**config.mk**
```make
export PLATFORM = sky130hd
export DESIGN_NAME = memory_stage
export DESIGN_NICKNAME = d
export VERILOG_FILES = /design/src/rtl/memory_stage.sv
export SDC_FILE = /design/constraint.sdc
export NUM_CORES = 1
export LEC_CHECK = 0
export ABC_CLOCK_PERIOD_IN_PS = 3940
export CORE_AREA = 2 2 130 132
export DETAILED_ROUTE_END_ITERATION = 12
export DIE_AREA = 0 0 132 134
export HOLD_SLACK_MARGIN = 0.05
export PLACE_DENSITY = 0.85
export SETUP_SLACK_MARGIN = 0.2
export SLEW_MARGIN = 40
export SYNTH_ARGS = -nofsm -noshare
export SYNTH_HDL_FRONTEND = slang
export SYNTH_SLANG_ARGS = --single-unit
```
**constraint.sdc**
```tcl
create_clock -name clk -period 3.94 [get_ports clk]
set_input_delay 0.788 -clock clk [delete_from_list [all_inputs] [get_ports clk]]
set_output_delay 0.788 -clock clk [all_outputs]
set_load 0.05 [all_outputs]
```
**src/rtl/memory_stage.sv**
```systemverilog
// Memory pipeline stage: issues one data-memory access per load/store, extends
// load data and hands results to write_back with a single-cycle enable pulse.
module memory_stage (
  input  logic        clk,
  input  logic        reset,
  input  logic        in_valid,
  output logic        in_ready,
  input  logic [31:0] alu_result,
  input  logic [31:0] store_data,
  input  logic [6:0]  opcode,
  input  logic [2:0]  funct3,
  input  logic [4:0]  dest_reg,
  output logic        mem_req_valid,
  input  logic        mem_req_ready,
  output logic [31:0] mem_addr,
  output logic        mem_we,
  output logic [31:0] mem_wdata,
  output logic [3:0]  mem_wstrb,
  input  logic        mem_resp_valid,
  input  logic [31:0] mem_resp_data,
  output logic [31:0] alu_result_out,
  output logic [31:0] loaded_data,
  output logic [6:0]  opcode_out,
  output logic [4:0]  dest_reg_out,
  output logic        write_back_enable,
  output logic        misaligned_fault
);

  localparam logic [6:0] OP_LOAD  = 7'b0000011;
  localparam logic [6:0] OP_STORE = 7'b0100011;

  typedef enum logic [1:0] {IDLE, REQ, WAIT, DONE} state_t;

  state_t      state_q, state_d;
  logic [31:0] reqAddr_q, reqWdata_q;
  logic [3:0]  reqWstrb_q;
  logic        reqWe_q, isLoad_q, fault_q;
  logic [2:0]  funct3_q;
  logic [1:0]  lane_q;
  logic [31:0] pendAlu_q, aluOut_q, loaded_q;
  logic [6:0]  pendOpc_q, opcOut_q;
  logic [4:0]  pendDest_q, destOut_q;

  logic        isLoad, isStore, isMem, accessFault, goMemory, accept;
  logic [3:0]  storeStrb;
  logic [31:0] storeWdata, loadExt;
  logic [7:0]  loadByte;
  logic [15:0] loadHalf;

  assign isLoad  = (opcode == OP_LOAD);
  assign isStore = (opcode == OP_STORE);
  assign isMem   = isLoad || isStore;

  // funct3[1:0] gives the access size; alignment is checked against that size.
  assign accessFault = isMem && ((funct3 == 3'b011) || (funct3 == 3'b110) || (funct3 == 3'b111) ||
                                 ((funct3[1:0] == 2'b01) && alu_result[0]) ||
                                 ((funct3[1:0] == 2'b10) && (alu_result[1:0] != 2'b00)));
  assign goMemory = isMem && !accessFault;
  assign accept   = (state_q == IDLE) && in_valid;

  always_comb begin
    storeStrb  = 4'b1111;
    storeWdata = store_data;
    case (funct3[1:0])
      2'b00: begin
        storeStrb  = 4'b0001 << alu_result[1:0];
        storeWdata = {4{store_data[7:0]}};
      end
      2'b01: begin
        storeStrb  = 4'b0011 << {alu_result[1], 1'b0};
        storeWdata = {2{store_data[15:0]}};
      end
      default: ;
    endcase
  end

  assign loadByte = 8'(mem_resp_data >> {lane_q, 3'b000});
  assign loadHalf = lane_q[1] ? mem_resp_data[31:16] : mem_resp_data[15:0];

  always_comb begin
    loadExt = mem_resp_data;
    case (funct3_q)
      3'b000:  loadExt = {{24{loadByte[7]}}, loadByte};
      3'b100:  loadExt = {24'b0, loadByte};
      3'b001:  loadExt = {{16{loadHalf[15]}}, loadHalf};
      3'b101:  loadExt = {16'b0, loadHalf};
      default: ;
    endcase
  end

  always_comb begin
    state_d = state_q;
    case (state_q)
      IDLE:    if (in_valid) state_d = goMemory ? REQ : DONE;
      REQ:     if (mem_req_ready) state_d = WAIT;
      WAIT:    if (mem_resp_valid) state_d = DONE;
      DONE:    state_d = IDLE;
      default: state_d = IDLE;
    endcase
  end

  // Result registers only change on the way into DONE so write_back sees stable data.
  always_ff @(posedge clk) begin
    if (reset) begin
      state_q    <= IDLE;
      reqAddr_q  <= '0;
      reqWdata_q <= '0;
      reqWstrb_q <= '0;
      reqWe_q    <= 1'b0;
      isLoad_q   <= 1'b0;
      fault_q    <= 1'b0;
      funct3_q   <= '0;
      lane_q     <= '0;
      pendAlu_q  <= '0;
      pendOpc_q  <= '0;
      pendDest_q <= '0;
      aluOut_q   <= '0;
      loaded_q   <= '0;
      opcOut_q   <= '0;
      destOut_q  <= '0;
    end else begin
      state_q <= state_d;
      if (accept) begin
        reqAddr_q  <= {alu_result[31:2], 2'b00};
        reqWe_q    <= isStore;
        reqWstrb_q <= isStore ? storeStrb : 4'b0000;
        reqWdata_q <= isStore ? storeWdata : 32'b0;
        isLoad_q   <= isLoad;
        fault_q    <= accessFault;
        funct3_q   <= funct3;
        lane_q     <= alu_result[1:0];
        pendAlu_q  <= alu_result;
        pendOpc_q  <= opcode;
        pendDest_q <= dest_reg;
        if (!goMemory) begin
          aluOut_q  <= alu_result;
          opcOut_q  <= opcode;
          destOut_q <= dest_reg;
          loaded_q  <= 32'b0;
        end
      end
      if ((state_q == WAIT) && mem_resp_valid) begin
        aluOut_q  <= pendAlu_q;
        opcOut_q  <= pendOpc_q;
        destOut_q <= pendDest_q;
        loaded_q  <= isLoad_q ? loadExt : 32'b0;
      end
    end
  end

  assign in_ready          = (state_q == IDLE);
  assign mem_req_valid     = (state_q == REQ);
  assign mem_addr          = mem_req_valid ? reqAddr_q : 32'b0;
  assign mem_we            = mem_req_valid && reqWe_q;
  assign mem_wdata         = mem_req_valid ? reqWdata_q : 32'b0;
  assign mem_wstrb         = mem_req_valid ? reqWstrb_q : 4'b0000;
  assign write_back_enable = (state_q == DONE) && !fault_q;
  assign misaligned_fault  = (state_q == DONE) && fault_q;
  assign alu_result_out    = aluOut_q;
  assign loaded_data       = loaded_q;
  assign opcode_out        = opcOut_q;
  assign dest_reg_out      = destOut_q;

endmodule

```
# Yosys cells after proc, flatten, opt, wreduce, memory -nomap -nowiden

Index checks and enable logic that the tools add are counted.

Word-level logic and storage cells: 86
Memory bits (read-only): 0
RAM bits: 0
Memories: 0
Latch bits: 0
Output and inout port bits: 149
Bits of input ports: 116
Register bits: 196

Shift operators: 3
Muxes and demuxes: 27
Add/subtract/negate cells: 0
$mul: 0
Equality and inequality tests: 17
Reductions and logical operators: 23
Bitwise logic cells: 0
Div/mod/pow operators: 0
Order comparisons: 0

Operators by type and width:

| operator              | count |
|---|---|
| $mux W32              | 10 |
| $pmux W32 S4          | 1 |
| $pmux W32 S2          | 1 |
| $shr A32 B5 Y8        | 1 |
| $mux W7               | 3 |
| $mux W16              | 1 |
| $mux W5               | 3 |
| $eq A3 B3 Y1 const B  | 4 |
| $logic_and A1 B1 Y1   | 9 |
| $mux W2               | 4 |
| $mux W4               | 2 |
| $pmux W2 S4           | 1 |
| $pmux W4 S2           | 1 |
| $eq A7 B2 Y1 const B  | 1 |
| $eq A7 B6 Y1 const B  | 1 |
| $eq A2 B2 Y1 const B  | 3 |
| $logic_or A1 B1 Y1    | 5 |
| $eq A2 B1 Y1 const B  | 2 |
| $logic_not A2 Y1      | 2 |
| $ne A2 B1 Y1 const B  | 2 |
| $ne A2 B2 Y1 const B  | 2 |
| $reduce_bool A2 Y1    | 2 |
| $shl A1 B2 Y4 const A | 1 |
| $shl A2 B2 Y4 const A | 1 |
| 6 further kinds       | 7 |

# Depth between registers and ports, before layout

Gate-level depths: netlist of run 1.

Word-level depth: 11
Gate-level depth with buffers: 8
Mapped depth without buffers: 6

# Worst setup path before layout of run 1

OpenSTA, ideal clock, no wires.

Kind: reg-to-output
Start: register state_q[1]
End: output mem_wdata[10]
Path buffers: 2
Cell stages (with the launch flop): 6
Setup slack: 1.273 ns
Arrival: 1.879 ns
Required time: 3.152 ns
Cells stage by stage: dfxtp_1 -> inv_1 -> ha_1 -> clkbuf_1 -> clkbuf_1 -> and2_1

Word-level cells in the longest chain between the ends: 2

RTL lines:

| item                     | line | source |
|---|---|---|
| start: declaration       | 34   | `state_t state_q, state_d;` |
| start signal: assignment | 122  | `state_q <= state_d;` |
| $eq A2 B1 Y1             | 152  | `assign mem_req_valid = (state_q == REQ);` |
| named net mem_req_valid  | 13   | `output logic mem_req_valid,` |
| $mux W32                 | 155  | `assign mem_wdata = mem_req_valid ? reqWdata_q : 32'b0;` |
| end: declaration         | 17   | `output logic [31:0] mem_wdata,` |

The timed path passes the listed nets, and every way through them passes these cells.

# Final worst setup path of run 1

Start: register state_q[1]
End: output mem_wdata[16]

Word-level cells in the longest chain between the ends: 2

RTL lines:

| item         | line |
|---|---|
| $eq A2 B1 Y1 | 152 |
| $mux W32     | 155 |

Every way passes these cells.

==> qor.csv, run 1 <==
metric,value,unit
outcome,"complete, no violations",
min-delay-start,pendDest_q[0]$_SDFFE_PP0P_,
rr_worst_depth,6,
grt_setup_unrepaired,false,
area_growth,40.2,%
dp_hpwl,16.1,mm
synth-seq-cells,164,
ys.flop_type,dfxtp_1,
cts_tree,yes,
hold_viol,0,
ys_async_sr_fraction,0,%
setup_viol,0,
ir_worst_vdd,470,µV
startpoint_type,register,
cts_max_level,4,
syn_area_per_cell,8.46,µm²
dr_wl_met3,1.34,mm
layout-drive-gt1-share,10.9,%
fillers,1336,
first_iter_violations,667,
layout_common_cells,"261 x clkdlybuf4s50_1, 163 x dfxtp_1, 106 x nand2_1, 92 x nor3_1, 77 x a21oi_1",
die_h,134,µm
grt_pass1_wl,39.0,mm
r2r_start,state_q[1]$_SDFFE_PP0P_,
cts_resized,0,
coreArea,0.0163,mm²
drt-met1-wl,10.4,mm
startpoint,state_q[1]$_SDFFE_PP0P_,
cts_setup_buffers,0,
fmax,0.293,GHz
final.min_clock_period,3410,ps
fin_hold_ws,453,ps
yosysWarnings,0,
fp.dieArea,0.0177,mm²
rows,47,
drc_errors,0,
cts_buffers,17,
final_nets,1274,
hold_buffers,0,
first_global_vias,7489,
synthCells,948,
drt-total-wl,24.4,mm
overflow,0,
wl_per_cell,17.6,µm
grt_max_degree,99,
wl_met2,11.8,mm
powerDensity,555,mW/mm²
finish.utilization,69.0,%
clock-sinks,164,
top_layer,met4,
r2r_end,alu_result_out[27]$_SDFFE_PP0P_,
vias,7884,
cts_buffer_depth,2,
max_slew_margin,46.4,%
worstSkewPairLatency,410,ps
cp_max_fo,51,
drtPass1Iterations,6,
required,3150,ps
initial_utilization,49.2,%
synth_edf_count,0,
io_pins,265,
fin_crit_sh,86.6,%
skew,8.40,ps
hold_depth,2,
cts_root_buffer,clkbuf_16,
viasPerCell,5.69,
p_leak,4.06,nW
worst_slew_pin_slew,802,ps
track_usage,26.8,%
rrSetupSlack,1500,ps
synth.distinct_cells,46,
worstPathArrival,2620,ps
setup.worst_path.class,register to output pin,
maxCapViolCount,0,
antenna_found_initial,1,
hold_end,pendDest_q[0]$_SDFFE_PP0P_,
final_common_cell,clkdlybuf4s50_1,
hp-class,register to register,
fin_total_pwr,6.24,mW
die_x,132,µm
mappedNetlistArea,0.00802,mm²
clk_pin_slew_worst_paths,60,ps
slew_viol_final,0,
setup_tns,0,ps
antenna_left,0,
gp_congestion,0.851,
cp-end-kind,output pin,
io_buffers,262,
ys_seq_area_share,40.9,%
-- power by group --
| group | leakage (nW) | switching, mW | internal (mW) | total, mW |
|---|---|---|---|---|
| Sequential | 1.34 | 0.169 | 1.90 | 2.07 |
| Combinational | 2.45 | 1.69 | 0.912 | 2.61 |
| Clock | 0.268 | 0.647 | 0.913 | 1.56 |
-- metrics by stage --
stage,area [µm²],cells,setup WS (ps)
after CTS,11200,1384,514
after detailed placement,10700,1354,945
final,11200,1385,528
after floorplan,8020,949,1270
after global routing,11200,1385,418
after global placement,10700,1354,1010
-- worst max-delay path, cell delays in order, from the launching register on --
cell and delay (ps):
dfxtp_1 340, inv_1 140, ha_2 460, buf_12 270
and2_1 180, clkdlybuf4s50_1 800
-- area by class of cell --
| cell class | count | area, µm² | share of cell area (%) |
|---|---|---|---|
| antenna | 1 | 2.50 | 0.0223 |
| sequential | 164 | 3280 | 29.2 |
| tap | 220 | 275 | 2.45 |
| timing repair buffer | 276 | 2740 | 24.4 |
| clock inverter | 8 | 77.6 | 0.690 |
| clock buffer | 22 | 474 | 4.22 |
| multi-input combinational | 684 | 4350 | 38.7 |
| inverter | 10 | 37.5 | 0.334 |
-- cell usage after synthesis (2+ instances only) --
library cell	n	share of area, %
a211o_1	2	0.22
a22oi_1	34	3.2
o21ai_0	18	1.1
inv_1	10	0.47
buf_1	11	0.51
a211oi_1	44	4.1
nor2_1	66	3.1
mux2i_1	8	1.0
and2_1	72	5.6
dfxtp_1	164	41
buf_6	3	0.42
buf_4	6	0.56
o2bb2ai_1	8	0.87
a21o_1	2	0.19
nand3b_1	6	0.56
a21oi_1	77	4.8
ha_1	5	0.78
mux2_2	68	9.6
nand2b_1	6	0.47
nor2b_1	4	0.31
mux4_2	2	0.56
o22ai_1	2	0.16
a31oi_1	6	0.47
nand2_1	108	5.1
a22o_1	16	1.7
buf_2	8	0.50
nand3_1	14	0.87
a221o_1	8	1.0
clkbuf_1	62	2.9
nor3_1	92	5.7
-- per-layer routing --
layer  vias to the layer above  track usage, %
met5                         -               0
met4                         0            10.7
met3                        57            4.27
met2                       303            45.1
met1                      3744            34.6
li1                       3780               -
-- cell families (layout without fill, tap and decap cells) --
kind of cell             Yosys count  after routing  synth area share (%)
AND/OR/NAND/NOR                  375            375                  22.7
multiplexers                      78             78                  11.1
other                              1              3                0.0468
buffers and inverters            101            316                  5.43
flip-flops                       164            164                  40.9
adder cells (fa/ha/maj)            5              5                 0.780
AO/OA/AOI/OAI                    224            224                  19.0
-- sequential cells by signal (all words and copies together) (netlist names) --
register        count
pendOpc_q           7
pendAlu_q          31
reqWe_q             1
opcode_out          7
reqWstrb_q          4
reqWdata_q         32
state_q             2
loaded_data        32
dest_reg_out        5
alu_result_out     32
isLoad_q            1
pendDest_q          5
lane_q              1
funct3_q            3
fault_q             1
-- worst max path at each step --
stage               cells after the start                              end
detailed placement                      5  alu_result_out[27]$_SDFFE_PP0P_
global placement                        5                     mem_wstrb[0]
global route                            5                     mem_wdata[0]
CTS                                     5                     mem_wstrb[0]
floorplan                               5                    mem_wdata[10]
finish                                  5                    mem_wdata[16]
No activity file was read; power rests on OpenSTA's default activity.
==> run 2: changes to the inputs <==
--- a/config.mk
+++ b/config.mk
@@ -9,6 +9,7 @@
 export CORE_AREA = 2 2 130 132
 export DETAILED_ROUTE_END_ITERATION = 12
 export DIE_AREA = 0 0 132 134
+export GPL_ROUTABILITY_DRIVEN = 0
 export HOLD_SLACK_MARGIN = 0.05
 export PLACE_DENSITY = 0.85
 export SETUP_SLACK_MARGIN = 0.2
==> results of run 2 <==
Same layout as run 1: the final DEF is identical, and so are final timing and power.
==> run 3: changes to the inputs <==
==> constraint.sdc (replaced) <==
create_clock -name clk -period 3.94 [get_ports clk]
set_input_delay 0.591 -clock clk [delete_from_list [all_inputs] [get_ports clk]]
set_output_delay 0.591 -clock clk [all_outputs]
set_load 0.05 [all_outputs]
==> run 3 against run 2 <==
Effect of this change: hold slack better by 1.7 ps; clock skew about the same; core utilization up 0.53 points; clock-buffer cell count down 1; non-clock buffer count up 2; global-route usage up 0.24 points; critical endpoint is now mem_addr[7].
==> qor.csv, run 3 (same netlist as run 1, synthesis figures left out) <==
metric,value,unit,change
outcome,"complete, no violations",,unchanged
antenna_found_initial,1,,unchanged
antenna_left,0,,unchanged
layout-drive-gt1-share,11.1,%,was 10.9%
layout_common_cells,"261 x clkdlybuf4s50_1, 163 x dfxtp_1, 106 x nand2_1, 92 x nor3_1, 77 x a21oi_1",,unchanged
drc_errors,0,,unchanged
r2r_end,loaded_data[30]$_SDFFE_PP0P_,,was alu_result_out[27]$_SDFFE_PP0P_
dp_slack,933,ps,was 945 ps
startpoint_type,register,,unchanged
cts_max_level,4,,unchanged
crit_buf_inv,3,,unchanged
grt_pass1_wl,39.1,mm,was 39.0 mm
hold_viol,0,,unchanged
hold_buffers,0,,unchanged
worstPathArrival,2820,ps,was 2620 ps
cts_buffers,17,,unchanged
final_nets,1276,,was 1274
drt-total-wl,24.9,mm,was 24.4 mm
p_leak,4.11,nW,was 4.06 nW
cts_tree,yes,,unchanged
r2r_start,pendAlu_q[1]$_SDFFE_PP0P_,,was state_q[1]$_SDFFE_PP0P_
cp-end-kind,output pin,,unchanged
clk_pin_slew_worst_paths,60,ps,about the same
cts_buffer_depth,2,,unchanged
final_common_cell,clkdlybuf4s50_1,,unchanged
rr_worst_depth,5,,was 6
fin_hold_ws,455,ps,was 453 ps
fmax,0.293,GHz,about the same
io_buffers,262,,unchanged
overflow,0,,unchanged
cts_resized,0,,unchanged
first_global_vias,7536,,was 7489
area_growth,41.3,%,was 40.2%
slew_viol_final,0,,unchanged
first_iter_violations,734,,was 667
path_cells,inv_1 -> ha_2 -> buf_4 -> and2_1 -> clkdlybuf4s50_1,,was inv_1 -> ha_2 -> buf_12 -> and2_1 -> clkdlybuf4s50_1
final.min_clock_period,3410,ps,about the same
drtPass1Iterations,5,,was 6
initial_utilization,49.2,%,unchanged
grt_setup_unrepaired,false,,unchanged
cts_root_buffer,clkbuf_16,,unchanged
die_x,132,µm,unchanged
required,3350,ps,was 3150 ps
cts_setup_buffers,0,,unchanged
vias,7975,,was 7884
setup_viol,0,,unchanged
io_pins,265,,unchanged
rrSetupSlack,1550,ps,was 1500 ps
die_h,134,µm,unchanged
finish.utilization,69.5,%,was 69.0%
hold_end,pendDest_q[0]$_SDFFE_PP0P_,,unchanged
fillers,1316,,was 1336
fp.dieArea,0.0177,mm²,unchanged
stdcell_count,1387,,was 1385
worst_slack,528,ps,about the same
hold_depth,2,,unchanged
startpoint,state_q[1]$_SDFFE_PP0P_,,unchanged
fin_crit_sh,86.6,%,about the same
setup_tns,0,ps,unchanged
ir_worst_vdd,453,µV,was 470 µV
powerDensity,574,mW/mm²,was 555 mW/mm²
rows,47,,unchanged
track_usage,27.1,%,was 26.8%
worst_path_dominant_cell_family,buffers and inverters,,unchanged
cp_max_fo,42,,was 51
wl_per_cell,17.9,µm,was 17.6 µm
crit_path_top_delay_cell,clkdlybuf4s50_1,,unchanged
coreArea,0.0163,mm²,unchanged
dp_hpwl,16.5,mm,was 16.1 mm
min-delay-start,pendDest_q[0]$_SDFFE_PP0P_,,unchanged
hp-class,register to register,,unchanged
maxCapViolCount,0,,unchanged
setup.worst_path.class,register to output pin,,unchanged
max_slew_margin,46.0,%,was 46.4%
viasPerCell,5.75,,was 5.69
worstSkewPairLatency,420,ps,was 410 ps
placed_cells,1356,,was 1354
grt_max_degree,88,,was 99
max_stage_delay,800,ps,about the same
clock-sinks,164,,unchanged
worst_slew_pin_slew,809,ps,was 802 ps
skew,8.88,ps,was 8.40 ps
-- run 3: worst max-delay path by stage --
| stage | end | cells past startpoint | slack, ps |
|---|---|---|---|
| floorplan | mem_wdata[10] | 5 | 1470 |
| global placement | mem_addr[17] | 5 | 990 |
| detailed placement | mem_addr[7] | 5 | 930 |
| CTS | mem_addr[7] | 5 | 480 |
| global route | mem_addr[3] | 5 | 380 |
| finish | mem_addr[7] | 5 | 530 |
-- run 3: routing by layer --
metal / part of all wire, % / wire length [µm] / global-route usage (%)
met1: 43 / 10800 / 35.7
met2: 48 / 11900 / 44.2
met4: 3.1 / 761 / 11.5
met5: 0 / 0 / 0
met3: 6.1 / 1510 / 4.38
-- run 3: area by class of cell --
type                       instances  area (µm²)  area share (%)
clock inverter                     9         176            1.56
tap                              220         275            2.43
timing repair buffer             278        2740            24.2
clock buffer                      21         460            4.06
inverter                          10        37.5           0.331
sequential                       164        3280            29.0
multi-input combinational        684        4350            38.4
antenna                            1        2.50          0.0221
-- run 3: power breakdown --
group,internal [mW],leakage [nW],switching (mW),total (mW)
logic,0.908,2.46,1.70,2.61
registers,1.90,1.34,0.173,2.08
clock network,1.15,0.309,0.661,1.81
total,3.96,4.11,2.53,6.50
-- run 3: per-stage QoR --
stage	power, mW	area (µm²)
floorplan	3.86	8020
global placement	4.63	10700
detailed placement	4.69	10700
CTS	6.51	11300
global route	6.77	11300
finish	6.50	11300
-- run 3: worst register-to-register path: cells and delay by family (launching register included) --
| kind | cells | cell delay (ps) |
|---|---|---|
| mux | 1 | 600 |
| buf+inv | 1 | 340 |
| flops | 1 | 500 |
| simple gates | 2 | 470 |
| compound gates | 1 | 370 |
